--- src/rtl/word_block_assembler_pkg.sv ---
// Shared types and sizing helpers for the word block assembler.
//   asm_state_t : assembler FSM state encoding (2 bits)
//   *_DEF       : default parameter values used by the top and the interface
//   BLOCK_W     : assembled block width for the default geometry
//   cnt_w()     : width of a counter that indexes 0..words-1
package blk_asm_pkg;

  typedef enum logic [1:0] {
    IDLE  = 2'd0,
    FETCH = 2'd1,
    DRAIN = 2'd2,
    HOLD  = 2'd3
  } asm_state_t;

  localparam int WORD_W_DEF = 32;
  localparam int WORDS_DEF  = 4;
  localparam int CNT_W_DEF  = 16;
  localparam int BLOCK_W    = WORDS_DEF * WORD_W_DEF;

  // A single-word block still needs a 1-bit index counter.
  function automatic int cnt_w(input int words);
    return (words > 1) ? $clog2(words) : 1;
  endfunction

endpackage

--- src/rtl/word_block_assembler_if.sv ---
// Bus bundle between the input FIFO, the assembler and the processing core.
//   FIFO side : in_ready (data_ready), in_data (dout), rd_en
//   Core side : block_data, block_valid, block_ready
//   master    : the assembler (reads the FIFO, offers blocks)
//   slave     : the environment (FIFO plus consuming core)
interface word_block_assembler_if #(
  parameter int WORD_W = 32,
  parameter int WORDS  = 4
);
  logic                      in_ready;
  logic [WORD_W-1:0]         in_data;
  logic                      rd_en;
  logic [WORDS*WORD_W-1:0]   block_data;
  logic                      block_valid;
  logic                      block_ready;

  modport master (
    input  in_ready, in_data, block_ready,
    output rd_en, block_data, block_valid
  );

  modport slave (
    output in_ready, in_data, block_ready,
    input  rd_en, block_data, block_valid
  );
endinterface

--- src/rtl/word_block_assembler_shift_reg.sv ---
// word_shift_reg: WORDS-deep word shift register with a parallel view.
//   clk, rst  : clock, asynchronous active-high reset (clears all words)
//   shift_en  : shift word_in in at the LSB end, pushing older words up
//   word_in   : incoming word
//   block_out : all words in parallel; the oldest word sits in the MSBs
module word_shift_reg #(
  parameter int WORD_W = 32,
  parameter int WORDS  = 4
) (
  input  logic                    clk,
  input  logic                    rst,
  input  logic                    shift_en,
  input  logic [WORD_W-1:0]       word_in,
  output logic [WORDS*WORD_W-1:0] block_out
);

  logic [WORDS-1:0][WORD_W-1:0] words_q;

  for (genvar g = 0; g < WORDS; g++) begin : g_word
    always_ff @(posedge clk or posedge rst) begin
      if (rst) begin
        words_q[g] <= '0;
      end else if (shift_en) begin
        if (g == 0) words_q[g] <= word_in;
        else        words_q[g] <= words_q[(g > 0) ? g-1 : 0];
      end
    end
  end

  assign block_out = words_q;

endmodule

--- src/rtl/word_block_assembler.sv ---
// word_block_assembler: drains WORDS words from the input FIFO whenever it
// reports a full set, packs them into one block (first word in the MSBs)
// and offers the block to the processing core over valid/ready.
//   clk, rst   : clock, asynchronous active-high reset
//   bus        : FIFO read side (in_ready, in_data, rd_en) and block
//                handshake (block_data, block_valid, block_ready)
//   busy       : FSM is outside IDLE
//   blk_count  : completed block handshakes, wraps modulo 2^CNT_W
module word_block_assembler
  import blk_asm_pkg::*;
#(
  parameter int WORD_W = WORD_W_DEF,
  parameter int WORDS  = WORDS_DEF,
  parameter int CNT_W  = CNT_W_DEF
) (
  input  logic                 clk,
  input  logic                 rst,
  word_block_assembler_if.master bus,
  output logic                 busy,
  output logic [CNT_W-1:0]     blk_count
);

  localparam int             IDX_W = cnt_w(WORDS);
  localparam logic [IDX_W-1:0] LAST = IDX_W'(WORDS - 1);

  asm_state_t       state, state_nxt;
  logic [IDX_W-1:0] req_cnt, req_cnt_nxt;
  logic [IDX_W-1:0] cap_cnt;
  logic             rd_en, rd_en_nxt;
  logic             rd_en_q;
  logic             block_valid;
  logic             capture;
  logic             last_cap;
  logic             hs;
  logic [WORDS*WORD_W-1:0] block_data;

  // The FIFO presents a word one cycle after it sees rd_en, so the
  // delayed request doubles as the capture strobe.
  assign capture  = rd_en_q;
  assign last_cap = capture && (cap_cnt == LAST);
  assign hs       = block_valid && bus.block_ready;

  // rd_en is registered, so it is decided one cycle ahead: the edge that
  // enters FETCH also raises rd_en, giving exactly WORDS request cycles.
  always_comb begin
    state_nxt   = state;
    req_cnt_nxt = req_cnt;
    rd_en_nxt   = 1'b0;
    case (state)
      IDLE: begin
        if (bus.in_ready) begin
          state_nxt = FETCH;
          rd_en_nxt = 1'b1;
        end
      end
      FETCH: begin
        // in_ready is ignored here: the FIFO drops it while being read.
        if (req_cnt == LAST) begin
          state_nxt   = DRAIN;
          req_cnt_nxt = '0;
        end else begin
          req_cnt_nxt = req_cnt + 1'b1;
          rd_en_nxt   = 1'b1;
        end
      end
      DRAIN: begin
        if (last_cap) state_nxt = HOLD;
      end
      HOLD: begin
        // Backpressure keeps us here with rd_en low, so no FIFO reads.
        if (bus.block_ready) begin
          if (bus.in_ready) begin
            state_nxt = FETCH;
            rd_en_nxt = 1'b1;
          end else begin
            state_nxt = IDLE;
          end
        end
      end
      default: begin
        state_nxt   = IDLE;
        req_cnt_nxt = '0;
      end
    endcase
  end

  always_ff @(posedge clk or posedge rst) begin
    if (rst) begin
      state   <= IDLE;
      req_cnt <= '0;
      rd_en   <= 1'b0;
      rd_en_q <= 1'b0;
    end else begin
      state   <= state_nxt;
      req_cnt <= req_cnt_nxt;
      rd_en   <= rd_en_nxt;
      rd_en_q <= rd_en;
    end
  end

  always_ff @(posedge clk or posedge rst) begin
    if (rst) begin
      cap_cnt <= '0;
    end else if (capture) begin
      cap_cnt <= (cap_cnt == LAST) ? '0 : cap_cnt + 1'b1;
    end
  end

  // Valid rises with the final capture and falls on the handshake; the
  // two cannot coincide because HOLD issues no reads.
  always_ff @(posedge clk or posedge rst) begin
    if (rst) begin
      block_valid <= 1'b0;
    end else if (last_cap) begin
      block_valid <= 1'b1;
    end else if (hs) begin
      block_valid <= 1'b0;
    end
  end

  always_ff @(posedge clk or posedge rst) begin
    if (rst)     blk_count <= '0;
    else if (hs) blk_count <= blk_count + 1'b1;
  end

  word_shift_reg #(
    .WORD_W (WORD_W),
    .WORDS  (WORDS)
  ) u_shift (
    .clk       (clk),
    .rst       (rst),
    .shift_en  (capture),
    .word_in   (bus.in_data),
    .block_out (block_data)
  );

  assign bus.rd_en       = rd_en;
  assign bus.block_valid = block_valid;
  assign bus.block_data  = block_data;
  assign busy            = (state != IDLE);

endmodule

--- src/flat_wrapper.sv ---
// flat-port wrapper written by rule: the top's interface ports become plain ports
module word_block_assembler_flat import blk_asm_pkg::*;
#(
  parameter int WORD_W = WORD_W_DEF,
  parameter int WORDS  = WORDS_DEF,
  parameter int CNT_W  = CNT_W_DEF
)
  (clk, rst, busy, blk_count, bus_in_ready, bus_in_data, bus_block_ready, bus_rd_en, bus_block_data, bus_block_valid);
  word_block_assembler_if #(.WORD_W(WORD_W), .WORDS(WORDS)) bus_i ();
  input  logic clk;
  input  logic rst;
  output logic busy;
  output logic [CNT_W-1:0] blk_count;
  input wire logic [$bits(bus_i.in_ready)-1:0] bus_in_ready;
  input wire logic [$bits(bus_i.in_data)-1:0] bus_in_data;
  input wire logic [$bits(bus_i.block_ready)-1:0] bus_block_ready;
  output wire logic [$bits(bus_i.rd_en)-1:0] bus_rd_en;
  output wire logic [$bits(bus_i.block_data)-1:0] bus_block_data;
  output wire logic [$bits(bus_i.block_valid)-1:0] bus_block_valid;
  assign bus_i.in_ready = bus_in_ready;
  assign bus_i.in_data = bus_in_data;
  assign bus_i.block_ready = bus_block_ready;
  assign bus_rd_en = bus_i.rd_en;
  assign bus_block_data = bus_i.block_data;
  assign bus_block_valid = bus_i.block_valid;
  word_block_assembler #(.WORD_W(WORD_W), .WORDS(WORDS), .CNT_W(CNT_W)) u_core (.clk(clk), .rst(rst), .bus(bus_i), .busy(busy), .blk_count(blk_count));
endmodule
--- config.mk ---
export PLATFORM = sky130hd
export DESIGN_NAME = word_block_assembler_flat
export DESIGN_NICKNAME = d
export VERILOG_FILES = /design/src/rtl/word_block_assembler_pkg.sv /design/src/rtl/word_block_assembler_if.sv /design/src/rtl/word_block_assembler_shift_reg.sv /design/src/rtl/word_block_assembler.sv /design/src/flat_wrapper.sv
export SDC_FILE = /design/constraint.sdc
export NUM_CORES = 1
export LEC_CHECK = 0
export ABC_AREA = 1
export CAP_MARGIN = 20
export CORE_MARGIN = 8
export CORE_UTILIZATION = 42
export CTS_CLUSTER_DIAMETER = 200
export CTS_CLUSTER_SIZE = 25
export DETAILED_ROUTE_END_ITERATION = 10
export HOLD_SLACK_MARGIN = 0.15
export PLACE_DENSITY = 0.76
export SETUP_SLACK_MARGIN = 0.05
export SLEW_MARGIN = 20
export SYNTH_ARGS = -nofsm -noshare
export SYNTH_HDL_FRONTEND = slang
export SYNTH_SLANG_ARGS = --single-unit
export TNS_END_PERCENT = 50
--- constraint.sdc ---
create_clock -name clk -period 5.1 [get_ports clk]
set_input_delay 1.02 -clock clk [delete_from_list [all_inputs] [get_ports clk]]
set_output_delay 1.02 -clock clk [all_outputs]
set_load 0.02 [all_outputs]
==> key figures, run 1 <==
GRT
  – GR peak layer: met2
  – Grt ovf: 0
  – Initial antenna violation count: 0
  – Pin count of the biggest net entering global routing: between 100 and 150
  – Met3 Track Usage GR: 0.0540
  – First-pass GRT wire length: between 20000 and 25000 um
  – GR Layer Usage met2: 0.246
  – Met1 Resource Use GR: 0.194
  – Total track usage: 0.158
  – Number of global-route vias before repair: approximately 4600

Run status
  – Status: complete, no violations

Floorplanning
  – Die height: roughly 140 um
  – Initial Utilization: 0.424
  – Full die area: ~19000 sq um
  – Io pins: roughly 180
  – # rows: 44
  – Core region area: roughly 14000 sq um
  – Die X: around 140 um

Timing
  – Setup ws final: between 2000 and 2500 ps
  – Period minus WS final: between 2000 and 3000 ps
  – Final setup TNS: 0 ps
  – Hold_ws: approximately 380 ps
  – Max Slew Vio Count: 0
  – Worst clock skew: 13.0 ps
  – Fin crit share: 0.558
  – RSZ-0062 raised after global routing: false
  – Slew HR: 0.399
  – Slew @ Worst Pin: 901 ps
  – Hold Fails Final Rpt: 0
  – Max frequency: 0.352 GHz
  – Final setup violation count: 0

Power and ir drop
  – Leakage Power: between 3 and 4 nW
  – Cell Pwr Density: between 700 and 800 nW/um^2
  – Max VDD drop: around 0.36 mV

Synthesis
  – Sequential-to-total area share from yosys stat: 0.631
  – Asr flop ratio synth: 1.00
  – Top post-synthesis cells by area: dfrtp_1 (63%), nand2_1 (6.4%), o21ai_0 (5.8%)
  – Synth cell count leaders: dfrtp_1 (153), nand2_1 (104), inv_1 (79)
  – Syn_area_per_cell: slightly below 10 sq um
  – #FFs+latches synth: around 150
  – Mapped Cells: approximately 630
  – Top-area cell type share of the netlist area: 0.631
  – Ys Warns: 0
  – Count leader, synth: dfrtp_1
  – Synthesized cell area: between 6000 and 7000 sq um
  – Post-synthesis cell type count: 24
  – Post-synth EDFFs: 0
  – Mapped Nets: 671
  – Ys flop type: dfrtp_1
  – Leading area contributor after synthesis: dfrtp_1

Setup path
  – Worst reg2reg startpoint: u_core.capture
  – Flop-to-flop setup slack: between 2000 and 3000 ps
  – CP max FO: 5
  – Worst EP required: around 4100 ps
  – CP arrival: around 1800 ps
  – Worst r2r dst: u_core.u_shift.block_out[12]
  – Reg2reg path depth: 2
  – Critical path class: reg -> out
  – CP Launch Type: register
  – Worst setup EP type: output port

Hold path
  – Hold depth: 0
  – Hold path startpoint: u_core.bus.rd_en
  – Hold Path End: u_core.capture
  – Worst hold path type: reg -> reg

Drt
  – Wire per inst: about 14 um
  – Vias: around 4700
  – Vias per inst: 4.68
  – Antenna Nets Post-Route: 0
  – Routed Wire Length: 14400 um
  – Residual DRC count: 0
  – First-pass DRT Iterations: 6
  – DR iter-0 viols: 340

CTS
  – Clk buf depth: 2
  – Cts repair resizes: 0
  – Total setup buffers inserted after CTS: 0
  – Hold_buf cts: 0
  – Reg clk slew, reported paths: approximately 60 ps
  – CTS tree: yes
  – CTS H-tree lvls: 4
  – CTS Buf Count: 17
  – CTS Root Cell: clkbuf_16
  – Clk sinks: 153
  – Clk_lat worst skew: about 420 ps

Placed design
  – DP Wirelength: slightly above 10000 um
  – Cell total after placement: between 900 and 1000
  – Pre-CTS WS: around 2500 ps
  – Routability Congestion: 0.816
  – PortBufs: ~180

Run
  – Max Cap Viol: 0

Layout
  – Final core utilization: 0.607
  – Fillers: approximately 1200
  – Fin cells: 1000
  – Area growth syn-to-layout: 43.1%
  – Nets@finish: ~850
  – Layout cells sized above 1: 0.0699
  – # diodes: 0
## per-stage QoR
step / area [sq um] / total power [mW]
final: 8690 / 6.53
after global routing: 8690 / 6.96
after CTS: 8690 / 6.61
after detailed placement: 8010 / 5.14
after global placement: 8010 / 5.06
after floorplan: 6080 / 3.74
## layout make-up
class	count	area, sq um	share of cell area
Timing Repair Buffer	186	1860	0.215
Multi-Input combinational cell	364	1780	0.204
Tap cell	184	230	0.0265
Clock inverter	11	218	0.0251
Sequential cell	153	3830	0.441
Clock buffer	21	460	0.0530
Inverter	81	309	0.0356
## power by group
part | total, mW | leakage [nW] | internal, mW | switching, mW
sequential | 2.22 | 1.82 | 1.80 | 0.424
combinational | 2.88 | 1.73 | 1.27 | 1.61
clock | 1.43 | 0.323 | 0.945 | 0.486
## how the worst max path moves through the flow
stage | start | endpoint | slack (ps) | depth (start not counted)
final | u_core.state[0] | busy | 2260 | 4
after global routing | u_core.state[0] | busy | 2160 | 4
after CTS | u_core.state[0] | busy | 2230 | 4
after detailed placement | rst | u_core.capture | 2510 | 3
after global placement | rst | u_core.capture | 2510 | 3
after floorplan | rst | u_core.blk_count[0] | 2150 | 1
## cells in the final DEF (no fill, tap or decap)
master	count
a31oi_1	1
xnor2_1	2
nand3_1	6
inv_2	1
o21ai_0	70
buf_12	1
clkinvlp_4	3
buf_4	3
nand3b_1	4
clkbuf_1	2
nand2_2	5
dfrtp_4	1
nor2_1	73
mux2_2	4
nor2_2	4
clkbuf_16	17
ha_1	8
nor2_4	5
nand2_4	1
clkinv_2	2
clkinv_4	2
o21ai_1	3
bufinv_16	6
inv_1	78
clkdlybuf4s50_1	182
clkbuf_8	2
xor2_1	5
nand4_1	3
nand2_1	104
a21oi_1	66
dfrtp_1	152
## cell families after synthesis
family,after synthesis,synth area share
buffers and inverters,110,0.0771
AOI/OAI and AO/OA,140,0.116
and+or+nand+nor,205,0.143
DFF,153,0.631
adders and majority gates,8,0.0165
muxes,4,0.00742
xor gates and xnor gates,7,0.0101
## layer usage
metal	vias to the layer above	wire [um]
met5	-	0
li1	2332	-
met2	128	6750
met1	2200	6360
met4	0	338
met3	20	953
## state kept, by name (all words and copies together), names as in the netlist
| signal | count |
|---|---|
| u_core.u_shift.block_out | 128 |
| u_core.capture | 1 |
| u_core.cap_cnt | 2 |
| u_core.bus.block_valid | 1 |
| u_core.blk_count | 16 |
| u_core.bus.rd_en | 1 |
| u_core.req_cnt | 2 |
| u_core.state | 2 |
## worst max-delay path, stage by stage, from the launching register on
cell	delay (ps)
dfrtp_1	390
inv_1	110
ha_1	240
inv_1	60
clkdlybuf4s50_1	610
No activity file was read; power rests on OpenSTA's default activity.
==> inputs of run 2 (changes only) <==
==> constraint.sdc (replaced) <==
create_clock -name clk -period 2.3 [get_ports clk]
set_input_delay 0.46 -clock clk [delete_from_list [all_inputs] [get_ports clk]]
set_output_delay 0.46 -clock clk [all_outputs]
set_load 0.02 [all_outputs]
==> run 2 against run 1 <==
- sequential cell count stayed put
- core utilization down 0.38 points
- critical path depth did not move
- final cell count grew 0.50%
- clock power is 75% higher
- combinational power grew 120%
- total power is 110% higher
- worst hold slack got worse by 30 ps
==> key figures, run 2 (synthesis gave the netlist of run 1 again) <==
Drt
  – Routed Wire Length: 14200 um (was 14400 um)
  – Residual DRC count: 0 (unchanged)
  – Vias per inst: 4.62 (was 4.68)
  – First-pass DRT Iterations: 5 (was 6)
  – Antenna Nets Post-Route: 0 (unchanged)
  – Vias: 4640 (was 4680)
  – Wire per inst: 14.1 um (was 14.4 um)
  – DR iter-0 viols: 201 (was 340)

GRT
  – Total track usage: 0.155 (was 0.158)
  – Pin count of the biggest net entering global routing: 112 (was 105)
  – First-pass GRT wire length: 22900 um (was 23000 um)
  – Grt ovf: 0 (unchanged)
  – Number of global-route vias before repair: 4552 (was 4630)
  – Initial antenna violation count: 0 (unchanged)

Layout
  – Nets@finish: 853 (was 847)
  – Largest register FFs: 128 (unchanged)
  – Most common cell after layout, fill and taps aside: clkdlybuf4s50_1 (unchanged)
  – Commonest cells after routing, fill and taps aside: clkdlybuf4s50_1 (181), dfrtp_1 (152), nand2_1 (104) (was clkdlybuf4s50_1 (182), dfrtp_1 (152), nand2_1 (104))
  – Final core utilization: 0.603 (was 0.607)
  – Area growth syn-to-layout: 42.2% (was 43.1%)
  – Layout cells sized above 1: 0.0731 (was 0.0699)
  – # diodes: 0 (unchanged)
  – Final instance area: 8640 sq um (was 8690 sq um)

Floorplanning
  – # rows: 44 (unchanged)
  – Initial Utilization: 0.424 (unchanged)
  – Die X: 136 um (unchanged)
  – Core region area: 14300 sq um (unchanged)
  – Die height: 136 um (unchanged)
  – Full die area: 18600 sq um (unchanged)
  – Io pins: 183 (unchanged)

CTS
  – CTS Root Cell: clkbuf_16 (unchanged)
  – Clk buf depth: 2 (unchanged)
  – CTS H-tree lvls: 4 (unchanged)
  – CTS Buf Count: 17 (unchanged)
  – Reg clk slew, reported paths: 60 ps (about the same)
  – Clk_lat worst skew: 400 ps (was 420 ps)
  – Clk sinks: 153 (unchanged)
  – CTS tree: yes (unchanged)
  – Total setup buffers inserted after CTS: 0 (unchanged)

Timing
  – Period minus WS final: approximately 2000 ps
  – Slew @ Worst Pin: 500 ps (was 901 ps)
  – RSZ-0062 raised after global routing: false (unchanged)
  – Slew HR: 0.667 (was 0.399)
  – Fin crit share: 0.875
  – Max Slew Vio Count: 0 (unchanged)
  – Worst clock skew: 7.26 ps (was 13.0 ps)
  – Final setup violation count: 0 (unchanged)
  – Max frequency: between 0.4 and 0.5 GHz
  – Hold Fails Final Rpt: 0 (unchanged)

Placed design
  – Routability Congestion: 0.816 (about the same)
  – DP Wirelength: 10400 um (was 10200 um)
  – Placed inst area: 8110 sq um (was 8010 sq um)
  – PortBufs: 182 (unchanged)

Setup path
  – Flop-to-flop setup slack: 770 ps (was 2860 ps)
  – Crit path launch: u_core.state[0] (unchanged)
  – CP Launch Type: register (unchanged)
  – CP max FO: 5 (unchanged)
  – Worst EP required: 1840 ps (was 4080 ps)
  – CP arrival: 1550 ps (was 1820 ps)
  – Critical path class: reg -> out (unchanged)
  – Worst setup EP type: output port (unchanged)
  – Worst reg2reg startpoint: u_core.capture (unchanged)

Run status
  – Status: complete, no violations (unchanged)

Hold path
  – Worst hold path type: in -> async (was reg -> reg)

Power and ir drop
  – Leakage Power: 3.86 nW (was 3.87 nW)
  – Cell Pwr Density: 1600 nW/um^2 (was 751 nW/um^2)
  – Overall power: 13.8 mW (was 6.53 mW)
  – Max VDD drop: 0.748 mV (was 0.363 mV)

Run
  – Max Cap Viol: 0 (unchanged)
run 2: critical path, cell delays in order (launching register included):
cell and delay, ps:
dfrtp_1 400, inv_1 110, ha_1 240, inv_1 60, dlygate4sd2_1 330
run 2: worst paths after layout:
| check | end | cells after the start |
|---|---|---|
| max | busy | 4 |
| min | u_core.u_shift.block_out[21] | 2 |
| max reg2reg | u_core.u_shift.block_out[9] | 2 |
| min reg2reg | u_core.capture | 0 |
| max in group asynchronous | u_core.u_shift.block_out[101] | 4 |
| min in group clk | u_core.capture | 0 |
run 2: cell type report:
| cell class | instances | area (sq um) |
|---|---|---|
| Timing Repair Buffer | 192 | 1960 |
| Clock buffer | 22 | 454 |
| Sequential cell | 153 | 3830 |
| Tap cell | 184 | 230 |
| Clock inverter | 9 | 76.3 |
| Multi-Input combinational cell | 364 | 1780 |
| Fill cell | 1224 | 5680 |
| Inverter | 81 | 309 |
run 2: stage by stage:
step / TNS, ps / hold slack (ps) / setup slack (ps) / instances
6_report: 0 / 351 / 287 / 1005
5_1_grt: 0 / 341 / 155 / 1005
4_1_cts: 0 / 326 / 259 / 1005
3_5_place_dp: 0 / 368 / 447 / 974
3_3_place_gp: 0 / 366 / 477 / 974
2_1_floorplan: -13910 / 439 / -90.9 / 627
run 2: power breakdown:
group / switching [mW] / internal (mW)
registers: 0.886 / 3.98
clock network: 1.00 / 1.50
logic: 3.59 / 2.87
total: 5.48 / 8.35
run 2: timing repair:
item | 4_1_cts | 5_1_grt
endpoints found under the setup margin | 1 | 0
hold buffers | 0 | 0
resized for setup | 1 | 0
run 2: routing by layer:
metal / track usage / wire length (um) / vias up
li1: - / - / 2351
met1: 0.192 / 6160 / 2154
met2: 0.247 / 6750 / 120
met3: 0.0503 / 1070 / 15
met4: 0.0628 / 184 / 0
met5: 0 / 0 / -
==> inputs of run 3 (changes only) <==
--- a/config.mk
+++ b/config.mk
@@ -10,7 +10,6 @@
 export CORE_MARGIN = 8
 export CORE_UTILIZATION = 42
 export CTS_CLUSTER_DIAMETER = 200
-export CTS_CLUSTER_SIZE = 25
 export DETAILED_ROUTE_END_ITERATION = 10
 export HOLD_SLACK_MARGIN = 0.15
 export PLACE_DENSITY = 0.76
==> results of run 3 <==
The final DEF is identical to that of run 2; final timing and power are the same.
